--- src/rtl/mem_arbiter.sv ---
// Byte-serial RAM scheduler shared by the ICache refill path and the LSB.
// One owner per transaction; LSB has priority, bounded by an ICache aging counter.
module mem_arbiter #(
  parameter int          LINE_BYTES   = 16,
  parameter int          STARVE_LIMIT = 4,
  parameter logic [31:0] IO_BASE      = 32'h00030000
) (
  input  logic                    clk,
  input  logic                    rst,
  input  logic                    rdy,
  output logic [31:0]             mem_a,
  output logic [7:0]              mem_dout,
  output logic                    mem_wr,
  input  logic [7:0]              mem_din,
  input  logic                    io_buffer_full,
  input  logic                    clear,
  input  logic                    ic_req,
  input  logic [31:0]             ic_addr,
  output logic                    ic_done,
  output logic [LINE_BYTES*8-1:0] ic_line,
  input  logic                    lsb_req,
  input  logic                    lsb_wr,
  input  logic [1:0]              lsb_size,
  input  logic                    lsb_signed,
  input  logic [31:0]             lsb_addr,
  input  logic [31:0]             lsb_wdata,
  output logic                    lsb_done,
  output logic [31:0]             lsb_rdata
);

  localparam int CW = $clog2(LINE_BYTES + 1);
  localparam int SW = $clog2(STARVE_LIMIT + 2);
  localparam int BW = $clog2(LINE_BYTES * 8);
  localparam logic [SW-1:0] SL = SW'(STARVE_LIMIT);

  typedef enum logic [1:0] {IDLE, IC_RD, LS_RD, LS_WR} state_t;

  state_t                  state;
  logic [CW-1:0]           cnt, len;
  logic [SW-1:0]           starve;
  logic [31:0]             base, wdata;
  logic [1:0]              size;
  logic                    sgn;
  logic [LINE_BYTES*8-1:0] rbuf, rbuf_nxt;

  logic [31:0]   cur_a;
  logic          rd_state, stall;
  logic          lsb_ok, ic_ok, lsb_win, ic_win;
  logic [BW-1:0] bidx;
  logic [4:0]    widx;

  assign cur_a    = base + 32'(cnt);
  assign rd_state = (state == IC_RD) || (state == LS_RD);
  assign stall    = io_buffer_full && (cur_a >= IO_BASE);
  assign bidx     = BW'(cnt - 1'b1) << 3;
  assign widx     = {cnt[1:0], 3'b000};

  // a requester whose done is still high is finishing, not asking again
  assign lsb_ok  = lsb_req && !lsb_done && !clear;
  assign ic_ok   = ic_req && !ic_done && !clear;
  assign lsb_win = lsb_ok && !(ic_ok && starve == SL);
  assign ic_win  = ic_ok && !lsb_win;

  function automatic logic [CW-1:0] lsb_len(input logic [1:0] sz);
    case (sz)
      2'd0:    lsb_len = CW'(1);
      2'd1:    lsb_len = CW'(2);
      default: lsb_len = CW'(4);
    endcase
  endfunction

  function automatic logic [31:0] extend(input logic [31:0] w, input logic [1:0] sz, input logic s);
    case (sz)
      2'd0:    extend = {{24{s & w[7]}}, w[7:0]};
      2'd1:    extend = {{16{s & w[15]}}, w[15:0]};
      default: extend = w;
    endcase
  endfunction

  always_comb begin
    mem_a    = '0;
    mem_dout = '0;
    mem_wr   = 1'b0;
    case (state)
      IC_RD, LS_RD: if (cnt < len) mem_a = cur_a;
      LS_WR: begin
        mem_a    = cur_a;
        mem_dout = wdata[widx +: 8];
        mem_wr   = rdy && !stall;
      end
      default: ;
    endcase
  end

  // byte cnt-1 arrives on mem_din one cycle after its address
  always_comb begin
    rbuf_nxt = rbuf;
    if (rd_state && cnt != '0) rbuf_nxt[bidx +: 8] = mem_din;
  end

  always_ff @(posedge clk) begin
    if (rst) begin
      state     <= IDLE;
      cnt       <= '0;
      len       <= '0;
      starve    <= '0;
      base      <= '0;
      wdata     <= '0;
      size      <= '0;
      sgn       <= 1'b0;
      rbuf      <= '0;
      ic_done   <= 1'b0;
      lsb_done  <= 1'b0;
      ic_line   <= '0;
      lsb_rdata <= '0;
    end else if (rdy) begin
      ic_done  <= 1'b0;
      lsb_done <= 1'b0;
      case (state)
        IDLE: begin
          cnt <= '0;
          if (lsb_win) begin
            state <= lsb_wr ? LS_WR : LS_RD;
            base  <= lsb_addr;
            wdata <= lsb_wdata;
            size  <= lsb_size;
            sgn   <= lsb_signed;
            len   <= lsb_len(lsb_size);
            if (ic_req && starve != SL) starve <= starve + 1'b1;
          end else if (ic_win) begin
            state  <= IC_RD;
            base   <= ic_addr;
            len    <= CW'(LINE_BYTES);
            starve <= '0;
          end
        end
        IC_RD, LS_RD: begin
          rbuf <= rbuf_nxt;
          if (clear) begin
            state <= IDLE;
          end else if (cnt == len) begin
            state <= IDLE;
            if (state == IC_RD) begin
              ic_done <= 1'b1;
              ic_line <= rbuf_nxt;
            end else begin
              lsb_done  <= 1'b1;
              lsb_rdata <= extend(rbuf_nxt[31:0], size, sgn);
            end
          end else begin
            cnt <= cnt + 1'b1;
          end
        end
        LS_WR: begin
          // stores ignore clear: bytes already on the bus must all land
          if (!stall) begin
            if (cnt == len - 1'b1) begin
              state    <= IDLE;
              lsb_done <= 1'b1;
            end else begin
              cnt <= cnt + 1'b1;
            end
          end
        end
        default: state <= IDLE;
      endcase
    end
  end

endmodule
--- config.mk ---
export PLATFORM = sky130hd
export DESIGN_NAME = mem_arbiter
export DESIGN_NICKNAME = d
export VERILOG_FILES = /design/src/rtl/mem_arbiter.sv
export SDC_FILE = /design/constraint.sdc
export NUM_CORES = 1
export LEC_CHECK = 0
export CORE_ASPECT_RATIO = 1.2
export CORE_MARGIN = 4
export CORE_UTILIZATION = 54
export CTS_BUF_LIST = sky130_fd_sc_hd__clkbuf_4 sky130_fd_sc_hd__clkbuf_8
export CTS_CLUSTER_DIAMETER = 120
export DETAILED_ROUTE_END_ITERATION = 12
export GPL_ROUTABILITY_DRIVEN = 0
export GPL_TIMING_DRIVEN = 0
export PLACE_DENSITY = 0.82
export RECOVER_POWER = 100
export SYNTH_ARGS = -nofsm -noshare
export SYNTH_HDL_FRONTEND = slang
export SYNTH_SLANG_ARGS = --single-unit
--- constraint.sdc ---
create_clock -name clk -period 5.1 [get_ports clk]
set_input_delay 0.765 -clock clk [delete_from_list [all_inputs] [get_ports clk]]
set_output_delay 0.765 -clock clk [all_outputs]
set_load 0.05 [all_outputs]
; ---- Yosys cells after proc, flatten, opt, wreduce, memory -nomap -nowiden
; Cells that the tools add are included.
; W data, S select, Z words.
[totals]
reg_bits = 372
input_bits = 115
output_inout_bits = 203
word_cells = 115
[classes]
add_sub_neg = 6
n_lt_le_gt_ge = 2
n_eq_ne = 17
shift = 3
n_mux = 38
bitwise_logic = 4
n_reduce_logical = 32
[ops]
columns = operator, n
row1 = $bwmux W128, 1
row2 = $mux W128, 1
row3 = $pmux W32 S2, 2
row4 = $shift A8 B9 Y128 const A, 1
row5 = $shiftx A8 B9 Y128, 1
row6 = $mux W32, 3
row7 = $add A32 B5 Y32, 1
row8 = $ge A32 B18 Y1 const B, 1
row9 = $shiftx A32 B6 Y8, 1
row10 = $mux W5, 6
row11 = $reduce_and A5 Y1, 4
row12 = $pmux W5 S3, 1
row13 = $mux W2, 6
row14 = $logic_and A1 B1 Y1, 11
row15 = $mux W1, 11
row16 = $eq A5 B5 Y1, 2
row17 = $ne A2 B2 Y1 const B, 5
row18 = $mux W3, 3
row19 = $ne A3 B3 Y1 const B, 3
row20 = $neg A7 Y9, 1
row21 = $mux W8, 1
row22 = $eq A2 B1 Y1 const B, 3
row23 = $logic_not A1 Y1, 6
row24 = $logic_not A2 Y1, 3
row25 = 20 further kinds, 24

; ---- Logic depth before layout (Yosys ltp)
[depth]
ltp_word = 11
mapped_depth = 15
ltp_nobuf = 11

; ---- Worst setup path before layout
; OpenSTA, ideal clock, no wires.
[synth_timing]
path_type = register to output
from = register cnt[1]
to = output port mem_wr
arrival_time_ns = 3.561
required_ns = 4.335
path_slack_ns = 0.774
stages_incl_launch_ff = 12
n_path_buf = 2
cell_sequence = dfxtp_1 > buf_2 > buf_1 > inv_1 > fa_1 > nor2b_1 > o2111ai_1 > a2111oi_2 > mux2i_1 > nand4_1 > o41ai_1 > and3_1
[synth_via]
elab_chain_cells = 6
[synth_lines]
columns = element, line_no
row1 = from (decl), 39  ; logic [CW-1:0] cnt, len;
row2 = from (signal assigned), 151  ; cnt <= cnt + 1'b1;
row3 = from (signal assigned), 161  ; cnt <= cnt + 1'b1;
row4 = $add A32 B5 Y32, 52  ; assign cur_a = base + 32'(cnt);
row5 = $ge A32 B18 Y1, 54  ; assign stall = io_buffer_full && (cur_a >= IO_BASE);
row6 = $logic_and A1 B1 Y1, 54
row7 = $logic_not A1 Y1, n/a
row8 = $logic_and A1 B1 Y1, 89  ; mem_wr = rdy && !stall;
row9 = $mux W1, 84  ; case (state)
row10 = to (decl), 13  ; output logic mem_wr,
; No other way between the ends.

; ---- Worst setup path after layout
; Same ends and word-level chain as after synthesis.

==> results.py <==
metrics = {
    "run_status": {
        "status": "complete, no violations",
    },
    "floorplan": {
        "ios": 318,
        "die_area_um2": 33990,
        "core_area_um2": 30570,
        "die-height_um": 201.2,
        "dieWidth_um": 169.0,
        "fp-row-count": 70,
        "start_util_pct": 54.92,
    },
    "sta": {
        "min_period_over_period_pct": 96.57,
        "finalSetupViolCount": 0,
        "period_needed_ns": 4.925,
        "worst_pin_slew_ns": 1.254,
        "maxSlewViolCount": 0,
        "skew_ns": 0.02146,
        "setup_tns_ns": 0,
        "fmax_mhz": 203.0,
        "hold_viol_final": 0,
        "relSlewSlack_pct": 15.52,
        "rsz0062_at_grt": "false",
    },
    "synthesis": {
        "netlist_area_um2": 16790,
        "synth_ff_type": "dfxtp_1",
        "synthCells": 2061,
        "yosysWarnings": 0,
        "synth-edff-count": 0,
        "syn-num-nets": 2199,
        "ys_seq_area_share_pct": 44.24,
        "async_flop_share_pct": 0,
        "synth.avg_cell_area_um2": 8.146,
        "ys_ff_latch": 371,
        "synth_cell_types": 71,
    },
    "worst_hold_path": {
        "whs_endpoint": "rbuf[103]",
        "hold_class": "register to register",
        "hold_path.startpoint": "rbuf[103]",
        "hold_path_depth": 2,
    },
    "global_routing": {
        "grt_max_degree": 17,
        "grt_pass1_vias": 16560,
        "grt.total_usage_pct": 31.51,
        "grt_pass1_wl_um": 87520,
        "grt_antenna_before_repair": 0,
        "gr-total-overflow": 0,
    },
    "clock_network": {
        "hold_buffers": 0,
        "cts_tree": "built",
        "clock_path_buffers": 3,
        "cts_buffers": 54,
        "root_buffer": "clkbuf_8",
        "clock-sinks": 371,
        "cts.clk_slew.worst_paths_ns": 0.06,
        "htree_num_levels": 2,
        "clk_latency_ns": 0.61,
    },
    "setup_path": {
        "worst_r2r_endpoint": "rbuf[111]",
        "cp_max_fo": 16,
        "rrSetupSlack_ns": 0.62,
        "worstSetupPathType": "register to primary output",
        "timing.rr.start": "cnt[0]",
        "rr_worst_depth": 13,
        "end_kind": "primary output",
        "critPathRequiredTime_ns": 4.34,
        "critPathLaunchType": "register",
        "crit_arrival_ns": 4.16,
    },
    "final_layout": {
        "final_cell_mix": "nor2_1, dfxtp_1, nand2_1, a211oi_1, dlygate4sd3_1",
        "fin_util_pct": 70.78,
        "antenna_cells": 0,
        "layout.nets": 2572,
        "instances_no_fill": 2875,
        "drive_gt1_share_pct": 5.849,
        "multi_input_area_um2": 8469,
        "mostFrequentLayoutCell": "nor2_1",
        "area_growth_pct": 28.87,
        "seqCellArea_um2": 7428,
        "n_fill_cell": 2461,
    },
    "routing": {
        "ant_nets": 0,
        "drt_iter0_drc": 1306,
        "routedWlPerCell_um": 19.40,
        "first_pass_iters": 6,
        "totalWireLength_um": 55760,
        "via_per_inst": 5.875,
        "remaining_drc_errors": 0,
        "dr_total_vias": 16890,
    },
    "pwr": {
        "power_leakage_nw": 7.776,
        "power.density_nw_per_um2": 311.5,
        "ir_drop_mv": 0.1951,
    },
    "place": {
        "place_hpwl_um": 42150,
        "dp_cells": 2773,
        "io_buffers": 315,
    },
    "run": {
        "maxCapViolCount": 0,
    },
}
-- cell families (layout without fill, tap and decap cells) --
kind of cell,after synthesis,after routing,synth area share (%)
buffers and inverters,205,623,4.926
AOI/OAI and AO/OA,559,559,22.57
and+or+nand+nor,825,825,21.34
xor gates and xnor gates,41,41,2.295
muxes,37,37,2.862
DFF,371,371,44.24
adders and majority gates,23,23,1.759
-- final cells by class --
type | instances | share of cell area, %
well taps | 396 | 2.290
inverters | 27 | 0.4684
flip-flops and latches | 371 | 34.33
multi-input cells | 1485 | 39.15
plain buffers | 177 | 3.238
clock buffers | 90 | 5.234
repair buffers | 318 | 14.65
clock inverters | 11 | 0.6419
-- sequential cells by signal, summed over array words and instances (netlist names) --
| register | count |
|---|---|
| state | 2 |
| ic_line | 128 |
| cnt | 5 |
| sgn | 1 |
| starve | 3 |
| len | 4 |
| lsb_done | 1 |
| ic_done | 1 |
| wdata | 32 |
| size | 2 |
| lsb_rdata | 32 |
| rbuf | 128 |
| base | 32 |
-- through the flow --
stage,setup WS (ns),hold WS [ns],total power [mW],instance area (µm²)
floorplan,0.7737,0.4331,3.739,16790
detailed placement,-0.7808,0.4462,4.085,20440
global placement,-0.7730,0.4399,4.057,20440
finish,0.1747,0.4535,6.739,21640
CTS,0.01118,0.4555,6.754,21750
global route,0.01338,0.4669,6.975,21640
-- per-layer routing --
layer / wire (µm) / global-route usage [%] / vias to the layer above
met4: 2735 / 14.18 / 0
met5: 0 / 0 / -
met2: 27080 / 54.55 / 813
met1: 21090 / 36.66 / 7845
met3: 4860 / 7.781 / 198
li1: - / - / 8036
-- repair_timing --
| item | in CTS | in global routing |
|---|---|---|
| buffers inserted | 0 | 2 |
| endpoints found under the setup margin | 14 | 2 |
| resized for setup | 13 | 6 |
| pin swaps | 0 | 2 |
-- critical path, stage by stage, from the launching register on --
cell	delay (ns)
dfxtp_2	0.44
buf_8	0.21
inv_1	0.15
fa_1	0.49
nor2b_4	0.19
o2111ai_4	0.19
a2111oi_4	0.46
mux2i_1	0.28
nand4_1	0.22
o41ai_2	0.46
and3_1	0.21
clkbuf_4	0.24
-- cells in the mapped netlist, types with 4 or more instances --
| cell | count | area [µm²] |
|---|---|---|
| nor2_1 | 373 | 1400 |
| dfxtp_1 | 371 | 7427 |
| nand2_1 | 244 | 915.9 |
| a211oi_1 | 232 | 1742 |
| a21oi_1 | 174 | 870.8 |
| clkbuf_1 | 139 | 521.8 |
| nor3_1 | 58 | 290.3 |
| a311oi_1 | 42 | 367.9 |
| o21ai_0 | 39 | 195.2 |
| nand3_1 | 37 | 185.2 |
| nand2b_1 | 28 | 175.2 |
| buf_2 | 27 | 135.1 |
| mux2i_1 | 27 | 270.3 |
| inv_1 | 25 | 93.84 |
| ha_1 | 22 | 275.3 |
| xnor2_1 | 21 | 183.9 |
| xor2_1 | 18 | 157.7 |
| and3_1 | 14 | 87.58 |
| nand4_1 | 13 | 81.33 |
| nor2b_1 | 13 | 81.33 |
| and2_1 | 12 | 75.07 |
| a21oi_2 | 9 | 78.83 |
| a31oi_1 | 9 | 56.30 |
| mux4_2 | 8 | 180.2 |
| o211a_1 | 8 | 80.08 |
| and4_1 | 7 | 61.31 |
| buf_1 | 7 | 26.28 |
| or2_2 | 7 | 43.79 |
| nor4_1 | 6 | 37.54 |
| o21a_1 | 5 | 37.54 |
| a21o_1 | 4 | 30.03 |
| or3_1 | 4 | 25.02 |
-- worst max path at each step --
stage / cells past startpoint / from / end
2_1_floorplan: 11 / cnt[1] / mem_wr
3_3_place_gp: 12 / cnt[1] / mem_wr
3_5_place_dp: 12 / cnt[1] / mem_wr
4_1_cts: 11 / cnt[1] / mem_wr
5_1_grt: 11 / cnt[1] / mem_wr
6_report: 11 / cnt[1] / mem_wr
-- where the power goes --
group / total, mW / internal, mW / switching, mW
Clock: 2.70 / 1.56 / 1.15
Combinational: 0.933 / 0.326 / 0.608
Sequential: 3.10 / 3.02 / 0.0786
Total: 6.74 / 4.90 / 1.83
Power figures use the tool's default switching activity.
